$ cat src/rtl/imem_boot_loader.sv
// imem_boot_loader: loads a byte-streamed program into IMEM as little-endian words,
// validates it with an XOR checksum and holds the core until the load succeeds.
module imem_boot_loader #(
    parameter int DEPTH_WORDS = 8,
    parameter int ADDR_W      = 5
) (
    input  logic              clk,
    input  logic              reset,
    input  logic              start,
    input  logic              in_valid,
    input  logic [7:0]        in_data,
    output logic              in_ready,
    output logic              wr_en,
    output logic [ADDR_W-1:0] wr_addr,
    output logic [31:0]       wr_data,
    output logic              core_hold,
    output logic              done,
    output logic              err
);
    localparam int IW = ADDR_W - 2;
    typedef enum logic [2:0] {IDLE, HDR, DATA, CHK, DONE, ERROR} state_t;
    state_t        state, next_state;
    logic [1:0]    byte_cnt;
    logic [IW-1:0] word_idx, last_idx;
    logic [7:0]    chk;
    logic [23:0]   asm_r;
    logic          xfer, hdr_bad, restart;
    assign xfer    = in_valid && in_ready;
    assign hdr_bad = in_data == 8'd0 || in_data > 8'(DEPTH_WORDS);
    assign restart = start && (state == IDLE || state == DONE || state == ERROR);
    always_ff @(posedge clk or posedge reset) begin
        if (reset) state <= IDLE;
        else       state <= next_state;
    end
    always_comb begin
        next_state = state;
        case (state)
            IDLE, DONE, ERROR: next_state = start ? HDR : state;
            HDR:  if (xfer) next_state = hdr_bad ? ERROR : DATA;
            DATA: if (xfer && byte_cnt == 2'd3 && word_idx == last_idx) next_state = CHK;
            CHK:  if (xfer) next_state = (in_data == chk) ? DONE : ERROR;
            default: next_state = IDLE;
        endcase
    end
    always_comb in_ready = state == HDR || state == DATA || state == CHK;
    // Bytes shift in from the top so the first three sit in little-endian order
    // when the fourth arrives.
    always_ff @(posedge clk or posedge reset) begin
        if (reset) begin
            wr_en     <= 1'b0;
            wr_addr   <= '0;
            wr_data   <= '0;
            core_hold <= 1'b1;
            done      <= 1'b0;
            err       <= 1'b0;
            byte_cnt  <= '0;
            word_idx  <= '0;
            last_idx  <= '0;
            chk       <= '0;
            asm_r     <= '0;
        end else begin
            wr_en <= 1'b0;
            if (restart) begin
                done      <= 1'b0;
                err       <= 1'b0;
                chk       <= '0;
                byte_cnt  <= '0;
                word_idx  <= '0;
                core_hold <= 1'b1;
            end else if (xfer) begin
                if (state != CHK) chk <= chk ^ in_data;
                if (state == HDR) begin
                    last_idx <= IW'(in_data - 8'd1);
                    err      <= hdr_bad;
                end
                if (state == DATA) begin
                    asm_r    <= {in_data, asm_r[23:8]};
                    byte_cnt <= byte_cnt + 2'd1;
                    if (byte_cnt == 2'd3) begin
                        wr_en    <= 1'b1;
                        wr_addr  <= {word_idx, 2'b00};
                        wr_data  <= {in_data, asm_r};
                        word_idx <= word_idx + 1'b1;
                    end
                end
                if (state == CHK) begin
                    done      <= in_data == chk;
                    err       <= in_data != chk;
                    core_hold <= in_data != chk;
                end
            end
        end
    end
endmodule

$ cat config.mk
export PLATFORM = sky130hd
export DESIGN_NAME = imem_boot_loader
export DESIGN_NICKNAME = d
export VERILOG_FILES = /design/src/rtl/imem_boot_loader.sv
export SDC_FILE = /design/constraint.sdc
export NUM_CORES = 1
export LEC_CHECK = 0
export CELL_PAD_IN_SITES_DETAIL_PLACEMENT = 0
export CELL_PAD_IN_SITES_GLOBAL_PLACEMENT = 1
export CORE_MARGIN = 1
export CORE_UTILIZATION = 44
export CTS_CLUSTER_DIAMETER = 80
export DETAILED_ROUTE_END_ITERATION = 10
export PLACE_DENSITY = 0.8
export SLEW_MARGIN = 20
export SYNTH_ARGS = -nofsm -noshare
export SYNTH_HDL_FRONTEND = slang
export SYNTH_SLANG_ARGS = --single-unit
$ cat constraint.sdc
create_clock -name clk -period 4 [get_ports clk]
set_input_delay 1.2 -clock clk [delete_from_list [all_inputs] [get_ports clk]]
set_output_delay 1.2 -clock clk [all_outputs]
set_load 0.01 [all_outputs]
==> results of run 1 <==
## cells in the final DEF (no fill, tap or decap), types with 3 or more instances in the layout
| cell | Yosys | final |
|---|---|---|
| a21o_1 | 6 | 6 |
| a21oi_1 | 5 | 5 |
| clkbuf_8 | 0 | 9 |
| clkdlybuf4s50_1 | 0 | 51 |
| clkinvlp_4 | 0 | 3 |
| dfrtp_1 | 81 | 81 |
| ha_1 | 4 | 4 |
| inv_1 | 5 | 4 |
| mux2_2 | 61 | 61 |
| nand2_1 | 8 | 8 |
| nand2b_1 | 3 | 3 |
| nor2_1 | 11 | 11 |
| nor3b_2 | 6 | 6 |
| o21ai_0 | 11 | 11 |
| xnor2_1 | 11 | 11 |
| xor2_1 | 4 | 4 |
## area by class of cell
type / instances / area [um2] / area share
clock buffers: 10 / 128 / 0.0294
clock inverters: 6 / 66.3 / 0.0153
inverters: 6 / 26.3 / 0.00605
multi-input cells: 163 / 1400 / 0.323
flip-flops and latches: 82 / 2050 / 0.473
well taps: 102 / 128 / 0.0294
repair buffers: 53 / 538 / 0.124
## state kept, by name (all words and copies together), names as in the netlist
name	flops
word_idx	3
wr_addr	3
wr_en	1
asm_r	24
wr_data	32
err	1
done	1
last_idx	3
state	3
byte_cnt	2
core_hold	1
chk	8
## worst max-delay path: cells and delay by family, from the launching register on
family	cells	cell delay (ns)
buf+inv	1	0.54
simple gates	2	0.17
flops	1	0.55
## per-layer routing
metal	up-vias	wire, um	GRT usage
li1	1027	-	-
met1	1100	3190	0.239
met2	36	3270	0.284
met3	11	217	0.0415
met4	0	114	0.0703
met5	-	0	0
## per-stage QoR
step           instance area (um2)  utilization
2_1_floorplan                 3570            -
3_3_place_gp                  4150        0.534
3_5_place_dp                  4150        0.534
4_1_cts                       4340        0.559
5_1_grt                       4340        0.559
6_report                      4340        0.559
## power by group through the flow
stage | sequential (mW) | clock (mW) | combinational, mW
floorplan | 1.04 | 0 | 0.338
global placement | 1.08 | 0 | 0.393
detailed placement | 1.08 | 0 | 0.400
CTS | 1.07 | 0.605 | 0.403
global route | 1.09 | 0.638 | 0.443
finish | 1.07 | 0.586 | 0.395
## synthesized netlist by cell type, types with 3 or more instances
master    number
a21o_1         6
a21oi_1        5
buf_2          3
buf_4          8
dfrtp_1       81
ha_1           4
inv_1          5
mux2_2        61
nand2_1        8
nand2b_1       3
nor2_1        11
nor3b_2        6
o21ai_0       11
xnor2_1       11
xor2_1         4
## final timing paths
check / startpoint / endpoint / slack (ns) / cells past startpoint
worst max-delay path: state[1]$_DFFE_PP0P_ / in_ready / 1.20 / 3
max in group asynchronous: reset / core_hold$_DFFE_PP1P_ / 2.11 / 3
min in group asynchronous: reset / wr_data[9]$_DFFE_PP0P_ / 1.18 / 2
worst min-delay path: byte_cnt[0]$_DFFE_PP0P_ / byte_cnt[0]$_DFFE_PP0P_ / 0.49 / 1
worst max register to register: state[2]$_DFFE_PP0P_ / state[0]$_DFFE_PP0P_ / 2.04 / 5
worst min register to register: byte_cnt[0]$_DFFE_PP0P_ / byte_cnt[0]$_DFFE_PP0P_ / 0.49 / 1
## cells by family (layout without fill, tap and decap cells)
kind of cell | after synthesis | after routing | synth area share
other | 1 | 2 | 0.00105
XOR/XNOR | 15 | 15 | 0.0368
flip-flops | 82 | 82 | 0.576
buffers and inverters | 19 | 75 | 0.0323
multiplexers | 62 | 62 | 0.195
AND/OR/NAND/NOR | 47 | 47 | 0.0839
adder cells (fa/ha/maj) | 4 | 4 | 0.0140
AO/OA/AOI/OAI | 33 | 33 | 0.0607
==> flow_summary.toml, run 1 <==
[placed_design]
routabilityCongestion = 0.818
place_inst = 406
io_buffers = 51
hpwlAfterDp_um = 4540
post-place-ws_ns = 0.824

[clock_tree]
cts_buffers = 9
cts_max_level = 3
post_cts_resized = 0
cts_setup_buffers = 0
cts.sinks = 82
path_clk_slew_ns = 0.08
cts.path.max_buffers = 2
cts-root-buf = "clkbuf_8"
cts_hold_buf = 0
clk_latency_ns = 0.35
cts_tree = "done"

[yosys]
synth_area_um2 = 3570
synthTopCellsByArea = "dfrtp_1 57%, mux2_2 19%, xnor2_1 2.7%, nor3b_2 2.1%, buf_4 1.7%"
avgSynthCellArea_um2 = 13.6
ys_seq_area_frac = 0.576
syn_inst = 263
synth_seq_cells = 82
async_reset_ff_frac = 1.00
synth_flop_cell = "dfrtp_1"
synthDominantCellAreaShare = 0.568
synth_top_cell_by_area = "dfrtp_1"
ys_types = 44
synth-warning-count = 0
synth_edf_count = 0

[floorplanning]
rows = 32
dieArea_um2 = 8470
die_width_um = 92.0
coreArea_um2 = 7770
io_pins = 54
die_y_um = 92.0
start_util = 0.459

[layout]
finish.cell_count_without_fillers = 422
final_nets = 331
n_antenna_cell = 0
fillCellCount = 673
layout-drive-gt1-share = 0.278
area.growth.synth_to_final_pct = 21.7

[sta]
worst_pin_slew_ns = 0.594
fin_tns_setup_ns = 0
relSlewSlack = 0.604
grt_setup_unrepaired = "no"
skew_ns = 0.00912
whs_ns = 0.486
setup_viol = 0
setup_ws_ns = 1.20
period_share = 0.700
fmax_mhz = 357
min_period_ns = 2.80
finalMaxSlewViolations = 0
hold_violations = 0

[detailed_routing]
drt-total-wl_um = 6790
routed-via-count = 2174
drt_iter0_drc = 87
drc = 0
ant_nets = 0
first_pass_iters = 4
vias_per_cell = 5.15
post_drt_wl_per_cell_um = 16.1

[power]
internal-power_mw = 1.45
pwr-share-clk = 0.286
max-vdd-ir-drop_v = 0.000255
leakage_nw = 2.04
pwr-share-seq = 0.521
p_per_area_nw_per_um2 = 472
switchingPower_mw = 0.599
p_sw_frac = 0.292
combPwrFrac = 0.193
power_mw = 2.05

[critical_path]
crit_slowest_cell = "dfrtp_1"
max_stage_delay_ns = 0.55
crit_path_cell_trace = "nor2_1 > nor2_1 > clkdlybuf4s50_1"
required_ns = 2.80
worstSetupStartpointType = "flop"
cp.arrival_ns = 1.60
critPathKind = "flop to output pin"
path_max_fanout = 11
cp-end-kind = "output pin"
path_common_cell = "nor2_1"

[global_routing]
grt_pass1_wl_um = 11500
gr-total-overflow = 0
grt_antenna_before_repair = 0
grt_usage = 0.179
grt_max_degree = 56
grt_pass1_vias = 2239

[status]
status = "finished clean"

[job]
max-cap-violations = 0

[min_path]
min_path_type = "flop to flop"
Power figures use the tool's default switching activity.
==> run 2, diff against run 1 <==
--- a/config.mk
+++ b/config.mk
@@ -8,10 +8,10 @@
 export CELL_PAD_IN_SITES_DETAIL_PLACEMENT = 0
 export CELL_PAD_IN_SITES_GLOBAL_PLACEMENT = 1
 export CORE_MARGIN = 1
-export CORE_UTILIZATION = 44
+export CORE_UTILIZATION = 39
 export CTS_CLUSTER_DIAMETER = 80
 export DETAILED_ROUTE_END_ITERATION = 10
-export PLACE_DENSITY = 0.8
+export PLACE_DENSITY = 0.76
 export SLEW_MARGIN = 20
 export SYNTH_ARGS = -nofsm -noshare
 export SYNTH_HDL_FRONTEND = slang
==> constraint.sdc (replaced) <==
create_clock -name clk -period 2.4 [get_ports clk]
set_input_delay 0.72 -clock clk [delete_from_list [all_inputs] [get_ports clk]]
set_output_delay 0.72 -clock clk [all_outputs]
set_load 0.01 [all_outputs]
==> flow_summary.toml, run 2 (synthesis results as in run 1) <==
[layout]
layout-drive-gt1-share = 0.313
postLayoutCoreUtil = 0.513
final_nets = 347
n_antenna_cell = 0
top_regs = "wr_data: 32 flops, asm_r: 24 flops, chk: 8 flops"
final_common_cell = "dfrtp_1"
largest_register_ff_count = 32
mostFrequentLayoutCells = "80 x dfrtp_1, 61 x mux2_2, 51 x clkdlybuf4s50_1"
regMostFlops = "wr_data"
area.growth.synth_to_final_pct = 26.8

[detailed_routing]
drt_iter0_drc = 97
dr_wl_met2_um = 3210
wl_met3_um = 286
routed-via-count = 2191
met1Wirelength_um = 3340
vias_per_cell = 4.93
first_pass_iters = 9
post_drt_wl_per_cell_um = 15.7
drc = 5
ant_nets = 0
top_layer = "met4"
drt-total-wl_um = 6950

[min_path]
hold_depth = 2
min_path_type = "flop to flop"

[power]
leakage_nw = 2.14
p_per_area_nw_per_um2 = 800
power_mw = 3.62
max-vdd-ir-drop_v = 0.000412

[placed_design]
io_buffers = 51
post-place-ws_ns = 0.0112
hpwlAfterDp_um = 4690
routabilityCongestion = 0.836

[global_routing]
grt_pass1_wl_um = 11700
grt_usage = 0.159
grt_pass1_vias = 2280
grt_max_degree = 83
grt_antenna_before_repair = 0
gr-total-overflow = 0

[floorplanning]
die_width_um = 97.6
dieArea_um2 = 9530
start_util = 0.405
io_pins = 54
die_y_um = 97.6
coreArea_um2 = 8810
rows = 34

[clock_tree]
cts.path.max_buffers = 2
cts_buffers = 9
path_clk_slew_ns = 0.08
cts-root-buf = "clkbuf_8"
cts.sinks = 82
clk_latency_ns = 0.35
cts_tree = "done"
cts_max_level = 3
cts_hold_buf = 0

[sta]
fmax_mhz = 436
skew_ns = 0.00787
setup_ws_ns = 0.106
hold_violations = 0
finalMaxSlewViolations = 0
grt_setup_unrepaired = "no"
period_share = 0.956
setup_viol = 0
fin_tns_setup_ns = 0
min_period_ns = 2.29

[critical_path]
crit_slowest_cell = "clkdlybuf4s50_1"
critPathTopFamily = "buffers and inverters"
max_stage_delay_ns = 0.54
crit_buf_inv = 1
worstSetupStartpointType = "flop"
critPathKind = "flop to output pin"
crit_path_cell_trace = "nor2_1 > clkdlybuf4s50_1"
required_ns = 1.68
reg2regPathDepth = 5
cp-end-kind = "output pin"
cp.depth = 2
path_max_fanout = 14
cp.arrival_ns = 1.57

[status]
violations = "DRC"
status = "complete, but fails checks"

[job]
max-cap-violations = 0
run 2: final timing paths:
| kind | startpoint | end | slack, ns |
|---|---|---|---|
| setup / recovery | state[2]$_DFFE_PP0P_ | in_ready | 0.11 |
| hold / removal | wr_data[24]$_DFFE_PP0P_ | wr_data[24]$_DFFE_PP0P_ | 0.49 |
| setup reg to reg | state[2]$_DFFE_PP0P_ | state[0]$_DFFE_PP0P_ | 0.61 |
| hold reg to reg | wr_data[24]$_DFFE_PP0P_ | wr_data[24]$_DFFE_PP0P_ | 0.49 |
| max in group asynchronous | reset | core_hold$_DFFE_PP1P_ | 1.20 |
| min in group asynchronous | reset | asm_r[6]$_DFFE_PP0P_ | 0.83 |
run 2: worst reg2reg max path: cells and delay by family, from the launching register on:
family	cells	cell delay, ns
AO/OA/AOI/OAI	2	0.44
buffers and inverters	1	0.17
flip-flops	1	0.53
AND/OR/NAND/NOR	2	0.54
run 2: repair_timing:
item,in CTS,in global routing
buffers inserted,0,0
gates resized for setup,0,1
setup endpoints to repair,0,1
run 2: cell type report:
cell class,count,area (um2)
Sequential cell,82,2050
Clock buffer,12,145
Timing Repair Buffer,69,683
Inverter,6,28.8
Multi-Input combinational cell,163,1400
Tap cell,108,135
Clock inverter,4,73.8
Fill cell,784,4280
run 2: per-stage QoR:
stage | hold WS (ns) | cells | instance area, um2
floorplan | 0.455 | 264 | 3570
global placement | 0.464 | 428 | 4300
detailed placement | 0.479 | 428 | 4300
CTS | 0.495 | 444 | 4520
global route | 0.523 | 444 | 4520
finish | 0.491 | 444 | 4520
run 2: per-layer routing:
layer / global-route usage / vias up
met1: 0.223 / 1083
met4: 0.0723 / 0
li1: - / 1051
met2: 0.235 / 47
met3: 0.0374 / 10
met5: 0 / -
run 2: where the power goes:
part           internal [mW]  switching, mW  total, mW
sequential              1.58          0.201       1.78
combinational          0.389          0.326      0.714
clock                  0.618          0.500       1.12
total                   2.59           1.03       3.62
==> run 3, diff against run 2 <==
--- a/config.mk
+++ b/config.mk
@@ -8,10 +8,11 @@
 export CELL_PAD_IN_SITES_DETAIL_PLACEMENT = 0
 export CELL_PAD_IN_SITES_GLOBAL_PLACEMENT = 1
 export CORE_MARGIN = 1
-export CORE_UTILIZATION = 39
-export CTS_CLUSTER_DIAMETER = 80
+export CORE_UTILIZATION = 41
+export CTS_BUF_LIST = sky130_fd_sc_hd__clkbuf_8
+export CTS_CLUSTER_DIAMETER = 30
 export DETAILED_ROUTE_END_ITERATION = 10
-export PLACE_DENSITY = 0.76
+export PLACE_DENSITY = 0.79
 export SLEW_MARGIN = 20
 export SYNTH_ARGS = -nofsm -noshare
 export SYNTH_HDL_FRONTEND = slang
==> flow_summary.toml, run 3 (synthesis results as in run 1) <==
[layout]
layout-drive-gt1-share = 0.324
final_common_cell = "dfrtp_1"
top_regs = "wr_data: 32 flops, asm_r: 24 flops, chk: 8 flops"
area.growth.synth_to_final_pct = 28.5
n_antenna_cell = 0
largest_register_ff_count = 32
final_nets = 350
regMostFlops = "wr_data"
fillCellCount = 708
postLayoutCoreUtil = 0.552
mostFrequentLayoutCells = "80 x dfrtp_1, 61 x mux2_2, 51 x clkdlybuf4s50_1"

[global_routing]
grt_antenna_before_repair = 0
grt_max_degree = 29
grt_usage = 0.168
gr-total-overflow = 0
grt_pass1_wl_um = 11300
grt_pass1_vias = 2289

[sta]
period_share = 0.926
setup_ws_ns = 0.177
setup_viol = 0
fmax_mhz = 450
skew_ns = 0.00961
finalMaxSlewViolations = 0
grt_setup_unrepaired = "no"
fin_tns_setup_ns = 0
hold_violations = 0
min_period_ns = 2.22

[clock_tree]
cts.path.max_buffers = 2
cts_max_level = 3
cts_tree = "done"
cts_setup_buffers = 0
clk_latency_ns = 0.35
path_clk_slew_ns = 0.08
cts-root-buf = "clkbuf_8"
cts_buffers = 9
cts.sinks = 82

[critical_path]
max_stage_delay_ns = 0.54
crit_path_cell_trace = "nor2_1 > nor2_1 > clkdlybuf4s50_1"
crit_slowest_cell = "clkdlybuf4s50_1"
path_common_cell = "nor2_1"
cp-end-kind = "output pin"
critPathKind = "flop to output pin"
required_ns = 1.68
critPathTopFamily = "buffers and inverters"
worstSetupStartpointType = "flop"
path_max_fanout = 10
cp.arrival_ns = 1.50
reg2reg_setup_slack_ns = 0.63
crit_buf_inv = 1

[floorplanning]
die_width_um = 95.3
io_pins = 54
coreArea_um2 = 8300
start_util = 0.430
die_y_um = 95.3
dieArea_um2 = 9070
rows = 33

[placed_design]
routabilityCongestion = 0.851
io_buffers = 51
hpwlAfterDp_um = 4810
post-place-ws_ns = 0.0324

[detailed_routing]
post_drt_wl_per_cell_um = 15.2
first_pass_iters = 4
drt_iter0_drc = 48
ant_nets = 0
vias_per_cell = 5.07
routed-via-count = 2251
drt-total-wl_um = 6740
drc = 0

[power]
leakage_nw = 2.17
max-vdd-ir-drop_v = 0.000365
p_per_area_nw_per_um2 = 811
power_mw = 3.72

[job]
max-cap-violations = 0

[status]
status = "finished clean"

[min_path]
min_path_type = "flop to flop"
-- run 3: cell count changes in the layout (fill, tap and decap cells not counted), sizes merged --
cell | previous run | this run
clkbuf | 12 | 9
clkinvlp | 1 | 2
buf | 18 | 21
inv | 6 | 7
bufinv | 2 | 3
-- run 3: worst paths after layout --
check	from	to	depth (start not counted)
max reg2reg	state[2]$_DFFE_PP0P_	state[0]$_DFFE_PP0P_	6
min reg2reg	wr_data[24]$_DFFE_PP0P_	wr_data[24]$_DFFE_PP0P_	2
max	state[0]$_DFFE_PP0P_	in_ready	3
min in group asynchronous	reset	wr_data[12]$_DFFE_PP0P_	2
max in group asynchronous	reset	core_hold$_DFFE_PP1P_	3
min	wr_data[24]$_DFFE_PP0P_	wr_data[24]$_DFFE_PP0P_	2
-- run 3: repair_timing --
action                                  4_1_cts  5_1_grt
resized for setup                             0        1
endpoints found under the setup margin        0        1
hold buffers                                  0        0
-- run 3: worst min-delay path, cell delays in order, from the launching register on --
cell and delay, ns:
dfrtp_1 0.35, nand2_1 0.05, o21ai_0 0.06
-- run 3: layout make-up --
class	count	area [um2]	share of cell area
clock buffers	9	124	0.0270
clock inverters	7	124	0.0270
repair buffers	72	718	0.157
multi-input cells	163	1400	0.306
flip-flops and latches	82	2050	0.448
inverters	6	28.8	0.00628
well taps	105	131	0.0287
-- run 3: per-stage QoR --
stage / std cells / hold WS, ns / cell area (um2)
5_1_grt: 444 / 0.512 / 4580
2_1_floorplan: 264 / 0.455 / 3570
3_3_place_gp: 428 / 0.463 / 4330
4_1_cts: 444 / 0.491 / 4580
6_report: 444 / 0.484 / 4580
3_5_place_dp: 428 / 0.472 / 4330
-- run 3: layer usage --
metal  share of wire  global-route usage  vias to the layer above
met1            0.45               0.217                     1133
met3           0.045              0.0574                        6
li1                -                   -                     1057
met4           0.010              0.0492                        0
met5               0                   0                        -
met2            0.50               0.267                       55
-- run 3: power by group --
part	leakage, nW	switching, mW	total [mW]	internal (mW)
Clock	0.120	0.512	1.21	0.700
Sequential	1.11	0.172	1.76	1.58
Combinational	0.944	0.345	0.748	0.403
